--- config.mk ---
export PLATFORM = sky130hd
export DESIGN_NAME = uart_rx_gen2
export DESIGN_NICKNAME = d
export VERILOG_FILES = /design/src/rtl/uart_rx_gen2.sv
export SDC_FILE = /design/constraint.sdc
export NUM_CORES = 1
export LEC_CHECK = 0
export ABC_CLOCK_PERIOD_IN_PS = 7900
export BUFFER_PORTS_ARGS = -buffer_cell sky130_fd_sc_hd__buf_2
export CELL_PAD_IN_SITES_DETAIL_PLACEMENT = 0
export CELL_PAD_IN_SITES_GLOBAL_PLACEMENT = 2
export CORE_UTILIZATION = 39
export DETAILED_ROUTE_END_ITERATION = 6
export GPL_ROUTABILITY_DRIVEN = 0
export PLACE_DENSITY = 0.84
export SLEW_MARGIN = 15
export SYNTH_ARGS = -nofsm -noshare
export SYNTH_HDL_FRONTEND = slang
export SYNTH_SLANG_ARGS = --single-unit
--- constraint.sdc ---
create_clock -name CLK -period 7.9 [get_ports CLK]
set_input_delay 0.79 -clock CLK [delete_from_list [all_inputs] [get_ports CLK]]
set_output_delay 0.79 -clock CLK [all_outputs]
set_load 0.02 [all_outputs]
--- src/rtl/uart_rx_gen2.sv ---
// uart_rx_gen2: oversampling UART receiver with 3-sample majority vote, optional parity and 1/2 stop bits
module uart_rx_gen2 #(
   parameter int DATA_WIDTH = 8,
   parameter int PRESCALE_W = 6
) (
   input  logic                  CLK,
   input  logic                  RST,
   input  logic                  RX_IN,
   input  logic [PRESCALE_W-1:0] Prescale,
   input  logic                  PAR_EN,
   input  logic                  PAR_TYP,
   input  logic                  STOP2,
   output logic [DATA_WIDTH-1:0] P_DATA,
   output logic                  data_valid,
   output logic                  par_err,
   output logic                  stp_err,
   output logic                  busy
);
   localparam int BW = ($clog2(DATA_WIDTH + 1) < 4) ? 4 : $clog2(DATA_WIDTH + 1);
   typedef enum logic [2:0] {IDLE, START, DATA, PARITY, STOP, DONE} state_t;
   state_t                state_q, state_d;
   logic [1:0]            sync_q, sync_d;
   logic [PRESCALE_W-1:0] p_q, p_d, edge_q, edge_d, half, p_eff;
   logic                  par_en_q, par_en_d, par_typ_q, par_typ_d, stop2_q, stop2_d;
   logic [BW-1:0]         bit_q, bit_d;
   logic [DATA_WIDTH-1:0] shift_q, shift_d, p_data_q, p_data_d;
   logic [1:0]            smp_q, smp_d;
   logic                  par_flag_q, par_flag_d, stp_flag_q, stp_flag_d;
   logic                  dv_q, dv_d, pe_q, pe_d, se_q, se_d, busy_q, busy_d;
   logic                  rx_s, vote, mid, last;

   assign rx_s  = sync_q[1];
   assign half  = p_q >> 1;
   assign mid   = edge_q == half;
   assign last  = edge_q == p_q - PRESCALE_W'(1);
   assign vote  = (smp_q[1] & smp_q[0]) | (smp_q[1] & rx_s) | (smp_q[0] & rx_s);
   assign p_eff = (Prescale < PRESCALE_W'(6)) ? PRESCALE_W'(6) : {Prescale[PRESCALE_W-1:1], 1'b0};

   // next-state logic: bit timing, voting, frame sequencing and registered output pulses
   always_comb begin
      state_d    = state_q;
      sync_d     = {sync_q[0], RX_IN};
      p_d        = p_q;
      par_en_d   = par_en_q;
      par_typ_d  = par_typ_q;
      stop2_d    = stop2_q;
      edge_d     = last ? '0 : edge_q + PRESCALE_W'(1);
      bit_d      = bit_q;
      shift_d    = shift_q;
      smp_d[1]   = (edge_q == half - PRESCALE_W'(2)) ? rx_s : smp_q[1];
      smp_d[0]   = (edge_q == half - PRESCALE_W'(1)) ? rx_s : smp_q[0];
      par_flag_d = par_flag_q;
      stp_flag_d = stp_flag_q;
      case (state_q)
         IDLE: begin
            edge_d = '0;
            bit_d  = '0;
            if (!rx_s) begin
               state_d   = START;
               p_d       = p_eff;
               par_en_d  = PAR_EN;
               par_typ_d = PAR_TYP;
               stop2_d   = STOP2;
            end
         end
         START: begin
            if (mid && vote) begin
               state_d = IDLE;
               edge_d  = '0;
            end else if (last) state_d = DATA;
         end
         DATA: begin
            if (mid) shift_d = {vote, shift_q[DATA_WIDTH-1:1]};
            if (last) begin
               bit_d = bit_q + BW'(1);
               if (bit_q == BW'(DATA_WIDTH - 1)) begin
                  state_d = par_en_q ? PARITY : STOP;
                  bit_d   = '0;
               end
            end
         end
         PARITY: begin
            if (mid && (vote != (^shift_q ^ par_typ_q))) par_flag_d = 1'b1;
            if (last) state_d = STOP;
         end
         STOP: begin
            if (last) bit_d = bit_q + BW'(1);
            if (mid) begin
               if (!vote) stp_flag_d = 1'b1;
               if (bit_q == {{(BW-1){1'b0}}, stop2_q}) begin
                  state_d = DONE;
                  edge_d  = '0;
               end
            end
         end
         DONE: begin
            state_d    = IDLE;
            edge_d     = '0;
            bit_d      = '0;
            par_flag_d = 1'b0;
            stp_flag_d = 1'b0;
         end
         default: state_d = IDLE;
      endcase
      dv_d     = (state_d == DONE) && !par_flag_d && !stp_flag_d;
      pe_d     = (state_d == DONE) && par_flag_d;
      se_d     = (state_d == DONE) && stp_flag_d;
      p_data_d = dv_d ? shift_q : p_data_q;
      busy_d   = state_d != IDLE;
   end

   // state register; the synchroniser resets to the idle line level
   always_ff @(posedge CLK) begin
      if (RST) begin
         state_q    <= IDLE;
         sync_q     <= 2'b11;
         p_q        <= '0;
         par_en_q   <= 1'b0;
         par_typ_q  <= 1'b0;
         stop2_q    <= 1'b0;
         edge_q     <= '0;
         bit_q      <= '0;
         shift_q    <= '0;
         smp_q      <= '0;
         par_flag_q <= 1'b0;
         stp_flag_q <= 1'b0;
         p_data_q   <= '0;
         dv_q       <= 1'b0;
         pe_q       <= 1'b0;
         se_q       <= 1'b0;
         busy_q     <= 1'b0;
      end else begin
         state_q    <= state_d;
         sync_q     <= sync_d;
         p_q        <= p_d;
         par_en_q   <= par_en_d;
         par_typ_q  <= par_typ_d;
         stop2_q    <= stop2_d;
         edge_q     <= edge_d;
         bit_q      <= bit_d;
         shift_q    <= shift_d;
         smp_q      <= smp_d;
         par_flag_q <= par_flag_d;
         stp_flag_q <= stp_flag_d;
         p_data_q   <= p_data_d;
         dv_q       <= dv_d;
         pe_q       <= pe_d;
         se_q       <= se_d;
         busy_q     <= busy_d;
      end
   end

   assign P_DATA     = p_data_q;
   assign data_valid = dv_q;
   assign par_err    = pe_q;
   assign stp_err    = se_q;
   assign busy       = busy_q;
endmodule

* Word level (Yosys, flattened, before mapping)
Cells that the tools add are included.
Storage, ports and cells: flip-flop bits (word level) 48, bits in latches 0, RAM bits 0, memory bits (read-only) 0, memories kept 0
Operators by class: add/sub/neg operators 5, $mul 0, divide/modulo/power cells 0, order comparisons 1, equal/unequal tests 15, shift-type cells 0, multiplexer cells 25, bitwise gates (word level) 7, reductions and logical operators 16
Operator list (number):
- $mux W6 | 5
- $mux W3 | 9
- $eq A6 B6 Y1 | 3
- $pmux W6 S3 | 1
- $pmux W3 S5 | 1
- $mux W4 | 3
- $pmux W4 S3 | 1
- $eq A3 B3 Y1 const B | 3
- $reduce_xor A8 Y1 | 1
- $add A6 B1 Y6 const B | 1
- $eq A3 B2 Y1 const B | 2
- $eq A6 B5 Y1 | 1
- $logic_and A1 B1 Y1 | 6
- $lt A6 B3 Y1 const B | 1
- $reduce_bool A3 Y1 | 2
- $sub A5 B1 Y6 const B | 1
- $sub A5 B2 Y6 const B | 1
- $sub A6 B1 Y6 const B | 1
- $add A4 B1 Y4 const B | 1
- $eq A4 B1 Y1 | 1
- $eq A4 B3 Y1 const B | 1
- $ne A2 B2 Y1 const B | 2
- $pmux W1 S2 | 2
- $reduce_and A2 Y1 | 2
- 11 further kinds | 17

* Longest topological paths before layout
depth in word-level cells 10, depth in mapped cells 9, depth with buffers taken out 8

* Worst setup path before layout
OpenSTA, ideal clock, no wires.
kind register -> register, start register p_q[1], end register bit_q[2], library setup time 0.086 ns, arrival 2.432 ns, required time 7.814 ns, path slack 5.383 ns, stages on the path, launching flop included 10, buffers on the path 1, cells stage by stage dfxtp_1 -> inv_1 -> ha_1 -> buf_4 -> o21ba_1 -> a221o_1 -> a211o_2 -> o21a_4 -> or4_1 -> a211oi_1
Between the ends: word-level cells in the longest chain between the ends 4, elaborated cells on any way between the ends 5, those cells by class add/sub: 1; eq/ne: 3; reduce/logical: 1
Ends and longest elaborated chain:
- start: declaration | line 23 | logic [PRESCALE_W-1:0] p_q, p_d, edge_q, edge_d, half, p_eff;
- start signal: assignment | line 135 | p_q <= p_d;
- $sub A6 B1 Y6 (*) | line 35 | assign last = edge_q == p_q - PRESCALE_W'(1);
- $eq A6 B6 Y1 (*) | line 35
- $ne A2 B2 Y1 (no line)
- $reduce_and A3 Y1 (no line) (*)
- end signal: assignment | line 140 | bit_q <= bit_d;
- end: declaration | line 25 | logic [BW-1:0] bit_q, bit_d;
Mark *: on every way between the ends. The rest lies on a longest branch, timed or not. A chain may end at the register's enable or synchronous reset.

* Worst setup path after layout
Same ends and word-level chain as after synthesis.

==> results.cfg <==
[routing]
num_vias = 2008
wl_per_cell_um = 13.3
first_iter_violations = 83
wl_um = 5100
dr.pass1.iters = 4
ant_nets = 0
via_per_inst = 5.26
post-route-drc-count = 0

[sta]
finalSetupViolations = 0
setup_ws_ns = 5.19
drv_slew = 0
period_share_pct = 34.3
rsz0062_at_grt = no
worstMarginPinSlew_ns = 0.878
fmaxAchievable_mhz = 369
fin_hold_ws_ns = 0.426
fin_skew_ns = 0.0104
period_needed_ns = 2.71
hold_violations = 0
fin_setup_tns_ns = 0
timing.slew.headroom_pct = 40.9

[global_routing]
grt_remaining_overflow = 0
grt_pass1_wl_um = 8850
grt_pass1_vias = 1850
antenna_found_initial = 0
globalRouteTotalUtil_pct = 17.1
grt_max_degree = 28

[floorplan]
start_util_pct = 41.5
die_h_um = 82.3
die_x_um = 82.3
core_sq_um = 6060
io-pin-count = 24
row_count = 28
die_area_sq_um = 6770

[yosys]
ys.warnings.count = 0
ys.flop_type = dfxtp_1
synth_enable_flop_cells = 0
synth.avg_cell_area_sq_um = 8.61
synthesis.nets = 309
netlist_area_sq_um = 2510
synth.largest_area_cell = dfxtp_1
synthArstFlopShare_pct = 0
yosysUniqueCellTypes = 51
yosys-top-cells-area = dfxtp_1 37%, mux2i_1 8.0%, xnor2_1 6.3%
ys_ff_latch = 47
postSynthCellCount = 292
synth_top_area_share_pct = 37.4
synth.yosys.seq_area_share_pct = 37.4

[outcome]
status = finished, final reports clean

[power]
pwr-share-clk_pct = 39.2
peakVddDrop_mv = 0.0887
power_switching_uw = 114
cellPowerDensity_nw_per_um2 = 169
internal_power_uw = 352
p_sw_share_pct = 24.5
combPwrFrac_pct = 8.4
pwr-share-seq_pct = 52.4
p_leak_uw = 0.00106

[clock_network]
tritoncts = yes
cts_hold_buf = 0
cts_buffers = 5
htree_levels = 2
cts_sinks = 47
clock_latency_ns = 0.31
root_buffer = clkbuf_8
clk_pin_slew_ns = 0.10
post_cts_buffers = 0
cts.path.max_buffers = 2
cts_resized = 0

[worst_setup_path]
endpoint_kind = flop
startpoint = p_q[1]
worstSetupPathType = reg -> reg
timing.rr.end = bit_q[2]
endpoint = bit_q[2]
worst-path-max-fanout = 8
r2r-start = p_q[1]
worst_path_max_delay_cell = or4_1
critPathRequiredTime_ns = 8.13
r2r_setup_slack_ns = 5.19
reg2reg_depth = 8
worstPathArrival_ns = 2.94
start_kind = flop
cpPeakStageDelay_ns = 0.48
crit_chain = inv_1 -> ha_1 -> o21ba_1 -> a221o_1 -> a211o_2 -> o21a_4 -> or4_1 -> a211oi_1

[layout]
final_common_cell = dfxtp_1
area_growth_pct = 9.65
register_area_sq_um = 941
drive_gt1_share_pct = 13.0
multi_input_area_sq_um = 1440
antenna_cells_inserted = 0
final_cell_mix = 47 x dfxtp_1, 37 x nand2_1, 29 x nor2_1, 22 x buf_2, 20 x mux2i_1
post-route-util_pct = 45.5
nFillCells = 626
finish.instance_area_sq_um = 2760
layout.nets = 323

[placed_design]
dp_slack_ns = 5.18
placed_area_sq_um = 2640
hpwl_um = 3640
portBuffers = 22

[flow_run]
drv_cap = 0

[min_path]
holdCritPathClass = reg -> reg
hold_depth = 1
==> state kept, by name (all words and copies together), names as in the netlist, 2 cells and up <==
name     cells
smp_q        2
P_DATA       8
state_q      3
sync_q       2
bit_q        4
shift_q      8
edge_q       6
p_q          5
==> worst min path at each step <==
stage / start / endpoint
after floorplan: sync_q[0] / sync_q[1]
after global placement: sync_q[0] / sync_q[1]
after detailed placement: sync_q[0] / sync_q[1]
after CTS: sync_q[0] / sync_q[1]
after global routing: sync_q[0] / sync_q[1]
final: sync_q[0] / sync_q[1]
==> cell usage after synthesis (all sizes together), types with 3 or more instances <==
library cell and instances:
a31oi 3, o21ai 5, nor3 8, nor2 29, xor2 12, or4 3
xnor2 18, nand2 37, a21oi 15, nand4 4, mux2i 20, ha 5
and2 3, o21a 3, inv 12, buf 7, nor2b 5, or3 3
and3 4, clkbuf 9, o31ai 4, nand3 9, dfxtp 47
==> cells by family after synthesis <==
logic type	share of synthesized area [%]
AOI/OAI and AO/OA	14.2
xor gates and xnor gates	10.4
adders and majority gates	2.49
buffers and inverters	5.17
DFF	37.4
muxes	7.96
and+or+nand+nor	22.3
==> layout make-up <==
type	instances	area share, %
clock buffers	5	2.50
clock inverters	3	1.72
inverters	12	1.63
multi-input cells	217	52.4
flip-flops and latches	47	34.1
repair buffers	23	4.26
well taps	75	3.40
==> worst max-delay path, delay by kind of cell (launching register included) <==
family / cells / cell delay [ns]
AO/OA/AOI/OAI: 5 / 1.33
adder cells (fa/ha/maj): 1 / 0.30
buffers and inverters: 1 / 0.07
flip-flops: 1 / 0.47
AND/OR/NAND/NOR: 1 / 0.48
==> metrics by stage <==
| stage | cells | total power [uW] |
|---|---|---|
| 3_3_place_gp | 374 | 289 |
| 5_1_grt | 382 | 488 |
| 6_report | 382 | 467 |
| 2_1_floorplan | 292 | 282 |
| 3_5_place_dp | 374 | 289 |
| 4_1_cts | 382 | 472 |
==> power groups by stage <==
stage                     sequential (uW)  clock (uW)  combinational, uW
after floorplan                       248           0               33.8
after global placement                250           0               39.1
after detailed placement              250           0               39.2
after CTS                             244         188               39.6
after global routing                  245         199               44.5
final                                 244         183               39.3
==> metal layers <==
metal	routed length (um)	vias up	track usage, %
li1	-	1039	-
met1	2580	941	23.0
met2	2330	22	27.4
met3	117	6	3.30
met4	65	0	5.26
met5	0	-	0
Note: power is estimated with default switching activity, not from simulation.
